[config.mk]
export PLATFORM = sky130hd
export DESIGN_NAME = win_detector_flat
export DESIGN_NICKNAME = d
export VERILOG_FILES = /design/src/rtl/win_detector_pkg.sv /design/src/rtl/win_detector_if.sv /design/src/rtl/win_detector_line_eval.sv /design/src/rtl/win_detector.sv /design/src/flat_wrapper.sv
export SDC_FILE = /design/constraint.sdc
export NUM_CORES = 1
export LEC_CHECK = 0
export CAP_MARGIN = 20
export CORE_MARGIN = 4
export CORE_UTILIZATION = 55
export CTS_BUF_LIST = sky130_fd_sc_hd__clkbuf_4 sky130_fd_sc_hd__clkbuf_8
export DETAILED_ROUTE_END_ITERATION = 10
export PLACE_DENSITY = 0.8
export SYNTH_ARGS = -nofsm -noshare
export SYNTH_HDL_FRONTEND = slang
export SYNTH_HIERARCHICAL = 1
export SYNTH_SLANG_ARGS = --single-unit
[constraint.sdc]
create_clock -name clk -period 8.4 [get_ports clk]
set_clock_uncertainty 0.05 [all_clocks]
set_input_delay 1.68 -clock clk [delete_from_list [all_inputs] [get_ports clk]]
set_output_delay 1.68 -clock clk [all_outputs]
set_load 0.01 [all_outputs]
[src/rtl/win_detector_pkg.sv]
`default_nettype none
// ============================================================================
//  Module      : win_detector_pkg
//  Description : Shared constants for the tic-tac-toe win detector: result
//                codes, cell encodings, FSM state encoding and the table
//                mapping each of the eight scan lines to its three cells.
//  Revision    : 1.0  initial release
// ============================================================================
package win_detector_pkg;

  // Result codes driven on detect_win
  localparam logic [1:0] RES_NONE = 2'b00;
  localparam logic [1:0] RES_P1   = 2'b01;
  localparam logic [1:0] RES_P2   = 2'b10;
  localparam logic [1:0] RES_DRAW = 2'b11;

  // Cell encodings (any value other than P1/P2 counts as empty)
  localparam logic [1:0] CELL_EMPTY = 2'b00;
  localparam logic [1:0] CELL_P1    = 2'b01;
  localparam logic [1:0] CELL_P2    = 2'b10;

  // FSM state encoding
  localparam logic [1:0] ST_IDLE = 2'd0;
  localparam logic [1:0] ST_SCAN = 2'd1;
  localparam logic [1:0] ST_DONE = 2'd2;

  // Line-to-cell table, listed from line 7 down to line 0 so that
  // LINE_TBL[k] is scan line k. Cell order inside a line does not matter.
  localparam logic [7:0][2:0][3:0] LINE_TBL = '{
    '{4'd6, 4'd4, 4'd2},  // 7: anti-diagonal
    '{4'd8, 4'd4, 4'd0},  // 6: main diagonal
    '{4'd8, 4'd5, 4'd2},  // 5: column 2
    '{4'd7, 4'd4, 4'd1},  // 4: column 1
    '{4'd6, 4'd3, 4'd0},  // 3: column 0
    '{4'd8, 4'd7, 4'd6},  // 2: row 2
    '{4'd5, 4'd4, 4'd3},  // 1: row 1
    '{4'd2, 4'd1, 4'd0}   // 0: row 0
  };

endpackage : win_detector_pkg
`default_nettype wire

[src/rtl/win_detector_if.sv]
`default_nettype none
// ============================================================================
//  Module      : win_detector_if
//  Description : Request/result bundle between the game controller and the
//                win detector. With WIN_LINE_OUT_EN defined the bundle also
//                carries the winning line index and its valid flag.
//  Revision    : 1.0  initial release
// ============================================================================
interface win_detector_if;

  logic        start;
  logic [17:0] board;
  logic        busy;
  logic        done;
  logic [1:0]  detect_win;
`ifdef WIN_LINE_OUT_EN
  logic [2:0]  win_line;
  logic        win_line_vld;
`endif

`ifdef WIN_LINE_OUT_EN
  modport master (output start, output board,
                  input busy, input done, input detect_win,
                  input win_line, input win_line_vld);
  modport slave  (input start, input board,
                  output busy, output done, output detect_win,
                  output win_line, output win_line_vld);
`else
  modport master (output start, output board,
                  input busy, input done, input detect_win);
  modport slave  (input start, input board,
                  output busy, output done, output detect_win);
`endif

endinterface : win_detector_if
`default_nettype wire

[src/rtl/win_detector_line_eval.sv]
`default_nettype none
// ============================================================================
//  Module      : line_eval
//  Description : Combinational judge for one board line: reports which
//                player (if any) owns all three cells.
//  Revision    : 1.0  initial release
// ============================================================================
module line_eval
  import win_detector_pkg::*;
#(
  parameter logic [1:0] P1_CODE = CELL_P1,
  parameter logic [1:0] P2_CODE = CELL_P2
) (
  input  wire logic [1:0] cell_a,
  input  wire logic [1:0] cell_b,
  input  wire logic [1:0] cell_c,
  output logic      [1:0] result
);

  // A line is won only when all three cells carry the same player mark
  always_comb begin
    result = RES_NONE;
    if (cell_a == P1_CODE && cell_b == P1_CODE && cell_c == P1_CODE) begin
      result = RES_P1;
    end else if (cell_a == P2_CODE && cell_b == P2_CODE && cell_c == P2_CODE) begin
      result = RES_P2;
    end
  end

endmodule : line_eval
`default_nettype wire

[src/rtl/win_detector.sv]
`default_nettype none
// ============================================================================
//  Module      : win_detector
//  Description : Latches a 3x3 board on start and evaluates one line per
//                cycle, exiting early on the first win. After the last line
//                with no winner it reports draw (board full) or in-progress.
//                Optional macro WIN_LINE_OUT_EN adds win_line/win_line_vld.
//  Revision    : 1.0  initial release
// ============================================================================
module win_detector
  import win_detector_pkg::*;
#(
  parameter logic [1:0] P1_CODE = CELL_P1,
  parameter logic [1:0] P2_CODE = CELL_P2
) (
  input  wire logic   clk,
  input  wire logic   rst,
  win_detector_if.slave bus
);

  logic [1:0]  state_q, state_d;
  logic [2:0]  line_idx_q, line_idx_d;
  logic [17:0] board_q, board_d;
  logic [1:0]  detect_win_q, detect_win_d;
`ifdef WIN_LINE_OUT_EN
  logic [2:0]  win_line_q, win_line_d;
  logic        win_line_vld_q, win_line_vld_d;
`endif

  logic [1:0]  cells [9];
  logic [1:0]  line_cells [3];
  logic [1:0]  line_res;
  logic        board_full;

  // Split the latched board into individual cells
  for (genvar i = 0; i < 9; i++) begin : g_cell
    assign cells[i] = board_q[2*i +: 2];
  end

  // Pick the three cells of the line currently under evaluation
  for (genvar j = 0; j < 3; j++) begin : g_line_cell
    assign line_cells[j] = cells[LINE_TBL[line_idx_q][j]];
  end

  line_eval #(
    .P1_CODE (P1_CODE),
    .P2_CODE (P2_CODE)
  ) u_line_eval (
    .cell_a (line_cells[0]),
    .cell_b (line_cells[1]),
    .cell_c (line_cells[2]),
    .result (line_res)
  );

  // Board is full only when every cell holds a real player mark
  always_comb begin
    board_full = 1'b1;
    for (int k = 0; k < 9; k++) begin
      if (cells[k] != P1_CODE && cells[k] != P2_CODE) begin
        board_full = 1'b0;
      end
    end
  end

  // Next-state logic: latch on start, walk the lines, settle the result
  always_comb begin
    state_d      = state_q;
    line_idx_d   = line_idx_q;
    board_d      = board_q;
    detect_win_d = detect_win_q;
`ifdef WIN_LINE_OUT_EN
    win_line_d     = win_line_q;
    win_line_vld_d = win_line_vld_q;
`endif
    case (state_q)
      ST_IDLE: begin
        if (bus.start) begin
          board_d    = bus.board;
          line_idx_d = 3'd0;
          state_d    = ST_SCAN;
        end
      end
      ST_SCAN: begin
        if (line_res != RES_NONE) begin
          detect_win_d = line_res;
          state_d      = ST_DONE;
`ifdef WIN_LINE_OUT_EN
          win_line_d     = line_idx_q;
          win_line_vld_d = 1'b1;
`endif
        end else if (line_idx_q == 3'd7) begin
          detect_win_d = board_full ? RES_DRAW : RES_NONE;
          state_d      = ST_DONE;
`ifdef WIN_LINE_OUT_EN
          win_line_d     = 3'd0;
          win_line_vld_d = 1'b0;
`endif
        end else begin
          line_idx_d = line_idx_q + 3'd1;
        end
      end
      ST_DONE: state_d = ST_IDLE;
      default: state_d = ST_IDLE;
    endcase
  end

  // State registers with synchronous reset
  always_ff @(posedge clk) begin
    if (rst) begin
      state_q      <= ST_IDLE;
      line_idx_q   <= 3'd0;
      board_q      <= 18'd0;
      detect_win_q <= RES_NONE;
`ifdef WIN_LINE_OUT_EN
      win_line_q     <= 3'd0;
      win_line_vld_q <= 1'b0;
`endif
    end else begin
      state_q      <= state_d;
      line_idx_q   <= line_idx_d;
      board_q      <= board_d;
      detect_win_q <= detect_win_d;
`ifdef WIN_LINE_OUT_EN
      win_line_q     <= win_line_d;
      win_line_vld_q <= win_line_vld_d;
`endif
    end
  end

  assign bus.busy       = (state_q == ST_SCAN) || (state_q == ST_DONE);
  assign bus.done       = (state_q == ST_DONE);
  assign bus.detect_win = detect_win_q;
`ifdef WIN_LINE_OUT_EN
  assign bus.win_line     = win_line_q;
  assign bus.win_line_vld = win_line_vld_q;
`endif

endmodule : win_detector
`default_nettype wire
[src/flat_wrapper.sv]
// flat-port wrapper written by rule: the top's interface ports become plain ports
module win_detector_flat import win_detector_pkg::*;
#(
  parameter logic [1:0] P1_CODE = CELL_P1,
  parameter logic [1:0] P2_CODE = CELL_P2
)
  (clk, rst, bus_start, bus_board, bus_busy, bus_done, bus_detect_win);
  win_detector_if bus_i ();
  input  wire logic clk;
  input  wire logic rst;
  input wire logic [$bits(bus_i.start)-1:0] bus_start;
  input wire logic [$bits(bus_i.board)-1:0] bus_board;
  output wire logic [$bits(bus_i.busy)-1:0] bus_busy;
  output wire logic [$bits(bus_i.done)-1:0] bus_done;
  output wire logic [$bits(bus_i.detect_win)-1:0] bus_detect_win;
  assign bus_i.start = bus_start;
  assign bus_i.board = bus_board;
  assign bus_busy = bus_i.busy;
  assign bus_done = bus_i.done;
  assign bus_detect_win = bus_i.detect_win;
  win_detector #(.P1_CODE(P1_CODE), .P2_CODE(P2_CODE)) u_core (.clk(clk), .rst(rst), .bus(bus_i));
endmodule
### Word level (Yosys, flattened, before mapping)

Memories as Yosys holds them, arrays and structs flattened. A register that Yosys moved wholly into a read port is not among the register bits.
Cells that the tools add are included.

* reductions and logical operators: 22
* bitwise gates (word level): 3
* muxes and demuxes: 34
* magnitude comparators: 4
* equal/unequal tests: 31
* add/sub/neg operators: 1

Operators by type and width (count)
* 2-bit 2-to-1 mux: 14
* 2-bit binary-select mux with 4-bit select: 3
* 2-bit inequality test, second input constant: 12
* 2-bit by 1-bit inequality test with 1-bit output, second input constant: 9
* 5-bit greater-or-equal comparator, second input constant: 3
* 3-bit 2-to-1 mux: 5
* 4-bit inverter with 5-bit output: 3
* 1-bit logical AND: 13
* 12-bit 2-to-1 mux: 1
* 1-bit 2-to-1 mux: 9
* 2-bit by 1-bit == test with 1-bit output, second input constant: 4
* 2-bit == test, second input constant: 4
* 3-bit one-hot mux with 2 select lines: 1
* 2-bit AND reduction: 3
* 2-bit nonzero test: 3
* 3-bit by 4-bit less-than comparator with 1-bit output, second input constant: 1
* 2-bit one-hot mux with 2 select lines: 1
* 4-bit AND reduction: 1
* 3-bit by 1-bit adder with 3-bit output, second input constant: 1
* 3-bit == test, second input constant: 1
* 3-bit by 1-bit inequality test with 1-bit output, second input constant: 1
* 2-bit zero test: 1
* 1-bit logical OR: 1

* memories: 1
* ROM bits: 96
* output and inout bits: 4
* bits in registers: 25
* input port bits: 21
* logic and storage cells: 100

Memory list
* (no name shown): depth 8, width 12, read ports 1, clocked after memory_dff 1, write ports 0, RTL line win_detector.sv:42 `assign line_cells[j] = cells[LINE_TBL[line_idx_q][j]];`

### Logic depth before layout (Yosys ltp)

Gate-level depths: netlist of the first run.

* depth after elaboration: 16
* depth in mapped cells: 13
* gate-level depth less buffers: 12

### Hierarchy

The synthesis of the first run kept the hierarchy.

By module, submodules not included
* win_detector: seq. area each 680.7 um^2, area an instance 1864.3 um^2, cells an instance 185, instances 1
* line_eval: seq. area each 0.0 um^2, area an instance 47.5 um^2, cells an instance 4, instances 1

### Worst setup path before layout of the first run

No wires, ideal clock.

* path kind: register -> register
* start: reg (tool-made name)
* end: reg (tool-made name)
* setup time: 0.121 ns
* clock period less this slack: 3.136 ns
* cell stages (with the launch flop): 13
* required time: 8.229 ns
* arrival: 2.965 ns
* slack: 5.264 ns
* buffers on the path: 1
* path through: dfxtp_1 buf_2 mux4_2 mux2i_1 o21ai_0 nand4bb_1 nor3b_2 o31a_2 nor2_1 a211oi_2 inv_2 ha_1 mux2_4

==> impl_metrics.py, run 1 <==
metrics = {
    "run_status": {
        "status": "complete, no violations",
    },
    "clocking": {
        "cts_tree": "done",
        "numCtsBuffers": 5,
        "cts.repair.resized": 0,
        "post_cts_buffers": 0,
        "clock_path_buffers": 2,
        "clock_latency_ns": 0.34,
        "clock-sinks": 34,
        "cts.htree.levels": 2,
        "path_clk_slew_ns": 0.10,
        "cts-root-buf": "clkbuf_4",
        "hold_buffers": 0,
    },
    "detailed_routing": {
        "viasPerCell": 5.60,
        "drcViolationCount": 0,
        "final_antenna_net_count": 0,
        "drt-initial-drc-count": 52,
        "drt-total-wl_mm": 4.08,
        "route.vias.total": 1457,
        "wire_per_inst_um": 15.7,
        "drtPass1Iterations": 4,
    },
    "yosys": {
        "synth_fp_nets": 221,
        "syn_area_um2": 1910,
        "synth.distinct_cells": 33,
        "ys_ff_latch": 34,
        "yosys_warnings": 6,
        "synth_edf_count": 0,
        "async_flop_share_pct": 0,
        "synthCells": 189,
        "synth_ff_type": "dfxtp_1",
        "syn_area_per_cell_um2": 10.1,
        "yosysSeqAreaShare_pct": 35.6,
    },
    "grt": {
        "grt_pass1_wl_mm": 6.80,
        "grt_pass1_vias": 1489,
        "overflow": 0,
        "track_usage_pct": 20.5,
        "antenna_found_initial": 0,
        "grt_max_degree": 29,
    },
    "floorplanning": {
        "die_y_um": 67.0,
        "rows": 21,
        "die_area_um2": 4480,
        "die_x_um": 67.0,
        "top_level_ports": 25,
        "initial_utilization_pct": 57.3,
        "core_um2": 3340,
    },
    "cells_and_area": {
        "design_area_um2": 2240,
        "layout_commonest_cell": "nand2_1",
        "final_net_count": 245,
        "drive_above_1_share_pct": 15.9,
        "area_growth_syn_to_layout_pct": 17.4,
        "diodes": 0,
        "final-instance-count-excl-fill": 260,
        "layout.cells.most_common_list": "nand2_1 (40), dfxtp_1 (34), clkdlybuf4s50_1 (24)",
    },
    "pwr": {
        "vdd_drop_max_uv": 196,
        "power_density_nw_per_um2": 252,
        "leakage_uw": 0.000812,
    },
    "place": {
        "preCtsSetupSlack_ns": 4.51,
        "placed_cell_area_um2": 2180,
        "hpwl_mm": 3.11,
        "dp_cells": 252,
        "place.gp.congestion": 0.830,
        "port_buffers": 24,
    },
    "critical_path": {
        "critPathCaptureType": "flip-flop",
        "worstSetupPathType": "reg2reg",
        "reg2reg_slack_ns": 4.63,
        "cp_max_fo": 9,
        "cp-start-kind": "flip-flop",
        "worst-endpoint-arrival_ns": 3.95,
        "critPathRequiredTime_ns": 8.58,
        "worst-r2r-cell-count": 11,
    },
    "sta": {
        "finalCritPeriodShare_pct": 44.9,
        "slew_headroom_pct": 31.3,
        "max_freq_mhz": 265,
        "layout_min_cycle_time_ns": 3.77,
        "finalSetupViolCount": 0,
        "tns_ns": 0,
        "worst_pin_slew_ns": 1.03,
        "slew_viol_final": 0,
        "worst_slack_ns": 4.63,
        "rsz0062_at_grt": "no",
        "hold_viol": 0,
    },
    "worst_hold_path": {
        "hp-class": "reg2reg",
    },
    "flow_run": {
        "drv_cap": 0,
    },
}
==> critical path: stages, from the launching register on <==
cell and delay, ns:
dfxtp_1 0.69, mux4_2 0.58, mux2i_1 0.16, o21ai_0 0.12
nand4bb_1 0.22, nor3b_2 0.43, o31a_2 0.33, nor2_1 0.10
a211oi_2 0.40, ha_1 0.36, nand2b_1 0.11, mux2i_1 0.10
==> final cells by class <==
cell class / instances / area (µm²)
Multi-Input combinational cell: 140 / 1170
Fill cell: 282 / 1090
Sequential cell: 34 / 681
Timing Repair Buffer: 24 / 240
Clock buffer: 7 / 58.8
Tap cell: 46 / 57.6
Inverter: 8 / 30.0
Clock inverter: 1 / 5.00
==> report_power, final <==
part	switching (µW)	total (µW)	internal, µW
clock	54.2	98.0	43.8
sequential	51.7	247	196
combinational	101	220	118
total	207	565	358
==> worst min-delay path by stage <==
stage                                               start                         endpoint  depth (start not counted)
after floorplan           u_core/board_q[17]$_SDFFE_PP0P_  u_core/board_q[17]$_SDFFE_PP0P_                          2
after global placement     u_core/board_q[0]$_SDFFE_PP0P_   u_core/board_q[0]$_SDFFE_PP0P_                          2
after detailed placement  u_core/board_q[16]$_SDFFE_PP0P_  u_core/board_q[16]$_SDFFE_PP0P_                          2
after CTS                 u_core/board_q[17]$_SDFFE_PP0P_  u_core/board_q[17]$_SDFFE_PP0P_                          2
after global routing      u_core/board_q[17]$_SDFFE_PP0P_  u_core/board_q[17]$_SDFFE_PP0P_                          2
final                     u_core/board_q[17]$_SDFFE_PP0P_  u_core/board_q[17]$_SDFFE_PP0P_                          2
==> cell families (layout without fill, tap and decap cells) <==
kind of cell | count (synthesis) | in the layout | share of synthesized area (%)
compound gates | 32 | 32 | 10.9
xor+xnor | 9 | 9 | 4.12
fa+ha+maj | 11 | 11 | 7.20
buf+inv | 15 | 40 | 3.08
flops | 34 | 34 | 35.6
mux | 27 | 27 | 22.5
simple gates | 61 | 61 | 16.6
==> synth_stat cells (all sizes together), types with 2 or more instances <==
| library cell | instances | area, µm² |
|---|---|---|
| buf | 2 | 10.0 |
| nand3 | 2 | 15.0 |
| nand2b | 3 | 18.8 |
| xnor2 | 9 | 78.8 |
| a21oi | 21 | 116 |
| ha | 11 | 138 |
| mux2 | 5 | 60.1 |
| dfxtp | 34 | 681 |
| nor3b | 2 | 25.0 |
| nand4bb | 2 | 22.5 |
| inv | 8 | 30.0 |
| o21bai | 2 | 15.0 |
| mux2i | 10 | 100 |
| nand2 | 40 | 150 |
| nor4 | 3 | 18.8 |
| nor4b | 2 | 32.5 |
| nor2 | 5 | 18.8 |
| mux4 | 12 | 270 |
| clkbuf | 5 | 18.8 |
| a211oi | 2 | 20.0 |
| o21ai | 4 | 31.3 |
==> stage by stage <==
| step | util [%] | hold slack (ns) | total power (µW) |
|---|---|---|---|
| after global routing | 67.3 | 0.487 | 600 |
| final | 67.3 | 0.473 | 565 |
| after CTS | 67.3 | 0.474 | 567 |
| after floorplan | - | 0.412 | 409 |
| after detailed placement | 65.4 | 0.454 | 469 |
| after global placement | 65.4 | 0.448 | 455 |
==> layer usage <==
| layer | global-route usage [%] | up-vias | wire [µm] |
|---|---|---|---|
| li1 | - | 716 | - |
| met1 | 25.2 | 696 | 1870 |
| met2 | 34.4 | 37 | 1980 |
| met3 | 5.06 | 8 | 171 |
| met4 | 7.59 | 0 | 68 |
| met5 | 0 | - | 0 |
No activity file was read; power rests on OpenSTA's default activity.
==> inputs of run 2 (changes only) <==
==> constraint.sdc (replaced) <==
create_clock -name clk -period 3.8 [get_ports clk]
set_clock_uncertainty 0.05 [all_clocks]
set_input_delay 0.76 -clock clk [delete_from_list [all_inputs] [get_ports clk]]
set_output_delay 0.76 -clock clk [all_outputs]
set_load 0.01 [all_outputs]
==> run 2 against run 1 <==
Effect of this change: global-route usage rose by 1.1 points; first-iteration DRC count increased by 27%; sequential cell count unchanged; power grew 120%; sequential share of layout area barely moved; worst hold slack got worse by 0.0057 ns; clock power rose by 110%; register-to-register slack worse by 4.3 ns; largest power group unchanged.
==> impl_metrics.py, run 2 (synthesis gave the netlist of run 1 again) <==
metrics = {
    "place": {
        "hpwl_mm": 3.30,
        "place.gp.congestion": 0.884,
        "dp_cells": 253,
        "port_buffers": 24,
    },
    "floorplanning": {
        "die_area_um2": 4480,
        "top_level_ports": 25,
        "core_um2": 3340,
        "rows": 21,
        "die_y_um": 67.0,
        "die_x_um": 67.0,
        "initial_utilization_pct": 57.3,
    },
    "cells_and_area": {
        "final_net_count": 246,
        "multi_input_area_um2": 1170,
        "layout_commonest_cell": "nand2_1",
        "fillers": 267,
        "drive_above_1_share_pct": 16.7,
        "area_growth_syn_to_layout_pct": 17.6,
        "ff_latch_area_um2": 682,
        "final-instance-count-excl-fill": 261,
        "diodes": 0,
        "layout.cells.most_common_list": "nand2_1 (40), dfxtp_1 (33), clkdlybuf4s50_1 (24)",
    },
    "detailed_routing": {
        "drcViolationCount": 0,
        "final_antenna_net_count": 0,
        "met1_length_mm": 1.73,
        "drt-total-wl_mm": 4.26,
        "met3_length_um": 212,
        "route.vias.total": 1501,
        "drtPass1Iterations": 4,
        "routed.top_layer": "met4",
        "met2WireLength_mm": 2.21,
        "wire_per_inst_um": 16.3,
        "viasPerCell": 5.75,
        "drt-initial-drc-count": 66,
    },
    "sta": {
        "finalSetupViolCount": 0,
        "max_freq_mhz": 291,
        "hold_viol": 0,
        "layout_min_cycle_time_ns": 3.43,
        "slew_viol_final": 0,
        "slew_headroom_pct": 60.7,
        "worst_pin_slew_ns": 0.590,
        "rsz0062_at_grt": "no",
        "tns_ns": 0,
        "finalCritPeriodShare_pct": 90.3,
    },
    "pwr": {
        "p_int_uw": 768,
        "pwr-share-comb_pct": 39.5,
        "pwr-share-clk_pct": 16.7,
        "power_density_nw_per_um2": 554,
        "vdd_drop_max_uv": 430,
        "switching_share_pct": 38.3,
        "leakage_uw": 0.000809,
        "pwr-share-seq_pct": 43.8,
        "p_switching_uw": 477,
    },
    "critical_path": {
        "critPathCaptureType": "flip-flop",
        "worstSetupPathType": "reg2reg",
        "critical-path-top-delay-family": "compound AO/OA/AOI/OAI gates",
        "worst-endpoint-arrival_ns": 3.61,
        "path_common_cell": "mux2i_1",
        "slowest_stage": "mux4_2",
        "cp-start-kind": "flip-flop",
        "cp_max_fo": 9,
        "crit_path_max_incr_delay_ns": 0.54,
        "critical_path.cell_chain": "mux4_2 -> mux2i_1 -> o21ai_0 -> nand4bb_1 -> nor3b_2 -> o31a_2 -> nor2_1 -> a211oi_2 -> ha_1 -> nand2b_1 -> mux2i_1",
        "crit_buf_inv": 0,
        "critPathRequiredTime_ns": 3.98,
    },
    "clocking": {
        "numCtsBuffers": 5,
        "path_clk_slew_ns": 0.12,
        "cts-root-buf": "clkbuf_4",
        "clock_path_buffers": 2,
        "cts.htree.levels": 2,
        "clock-sinks": 34,
        "clock_latency_ns": 0.35,
        "cts_tree": "done",
        "post_cts_buffers": 0,
    },
    "run_status": {
        "status": "complete, no violations",
    },
    "grt": {
        "antenna_found_initial": 0,
        "grt_pass1_wl_mm": 7.08,
        "overflow": 0,
        "grt_pass1_vias": 1580,
        "track_usage_pct": 21.6,
        "grt_max_degree": 24,
    },
    "worst_hold_path": {
        "hp-class": "reg2reg",
    },
    "flow_run": {
        "drv_cap": 0,
    },
}
run 2: cell count changes in the layout (fill, tap and decap cells not counted):
| cell | previous run | this run |
|---|---|---|
| clkbuf_4 | 6 | 5 |
| dfxtp_1 | 34 | 33 |
| dfxtp_2 | 0 | 1 |
| clkinvlp_4 | 0 | 1 |
| clkinv_4 | 0 | 1 |
| clkbuf_8 | 1 | 0 |
| buf_4 | 0 | 1 |
run 2: layout make-up:
type / instances / area share [%]
multi-input combinational: 140 / 52.1
sequential: 34 / 30.3
timing repair buffer: 25 / 11.0
tap: 46 / 2.56
clock buffer: 5 / 1.67
inverter: 8 / 1.34
clock inverter: 3 / 0.946
run 2: power by group through the flow:
stage	Combinational [µW]	Sequential [µW]	Clock [µW]
after floorplan	400	505	0
after global placement	464	544	0
after global routing	538	560	231
after detailed placement	491	552	0
after CTS	494	543	215
final	491	545	208
run 2: per-stage QoR:
| step | setup slack [ns] | hold slack (ns) | instance area, µm² | utilization [%] | power (µW) |
|---|---|---|---|---|---|
| 4_1_cts | 0.193 | 0.472 | 2250 | 67.3 | 1250 |
| 5_1_grt | 0.0969 | 0.504 | 2250 | 67.4 | 1330 |
| 2_1_floorplan | 0.664 | 0.412 | 1910 | - | 905 |
| 3_5_place_dp | 0.239 | 0.455 | 2190 | 65.6 | 1040 |
| 3_3_place_gp | 0.431 | 0.435 | 2190 | 65.6 | 1010 |
| 6_report | 0.369 | 0.468 | 2250 | 67.4 | 1240 |
run 2: worst reg2reg max path, stage by stage, from the launching register on:
cell and delay (ns):
dfxtp_2 0.51, mux4_2 0.54, mux2i_1 0.13, o21ai_0 0.13
nand4bb_1 0.22, nor3b_2 0.38, o31a_2 0.32, nor2_1 0.11
a211oi_2 0.40, ha_1 0.36, nand2b_1 0.09, mux2i_1 0.07
run 2: what timing repair did:
action                                  in CTS  in global routing
endpoints found under the setup margin       0                  4
hold buffers                                 0                  0
hold endpoints to repair                     0                  0
gates resized for setup                      0                  1
run 2: routing by layer:
metal | up-vias | global-route usage [%]
li1 | 722 | -
met1 | 722 | 24.5
met2 | 45 | 37.0
met3 | 12 | 4.55
met4 | 0 | 12.7
met5 | - | 0
run 2: final timing paths:
kind | startpoint | end | slack, ns | depth (start not counted)
max | flip-flop | flip-flop | 0.37 | 11
min | u_core/board_q[17]$_SDFFE_PP0P_ | u_core/board_q[17]$_SDFFE_PP0P_ | 0.47 | 2
max reg2reg | flip-flop | flip-flop | 0.37 | 11
min reg2reg | u_core/board_q[17]$_SDFFE_PP0P_ | u_core/board_q[17]$_SDFFE_PP0P_ | 0.47 | 2
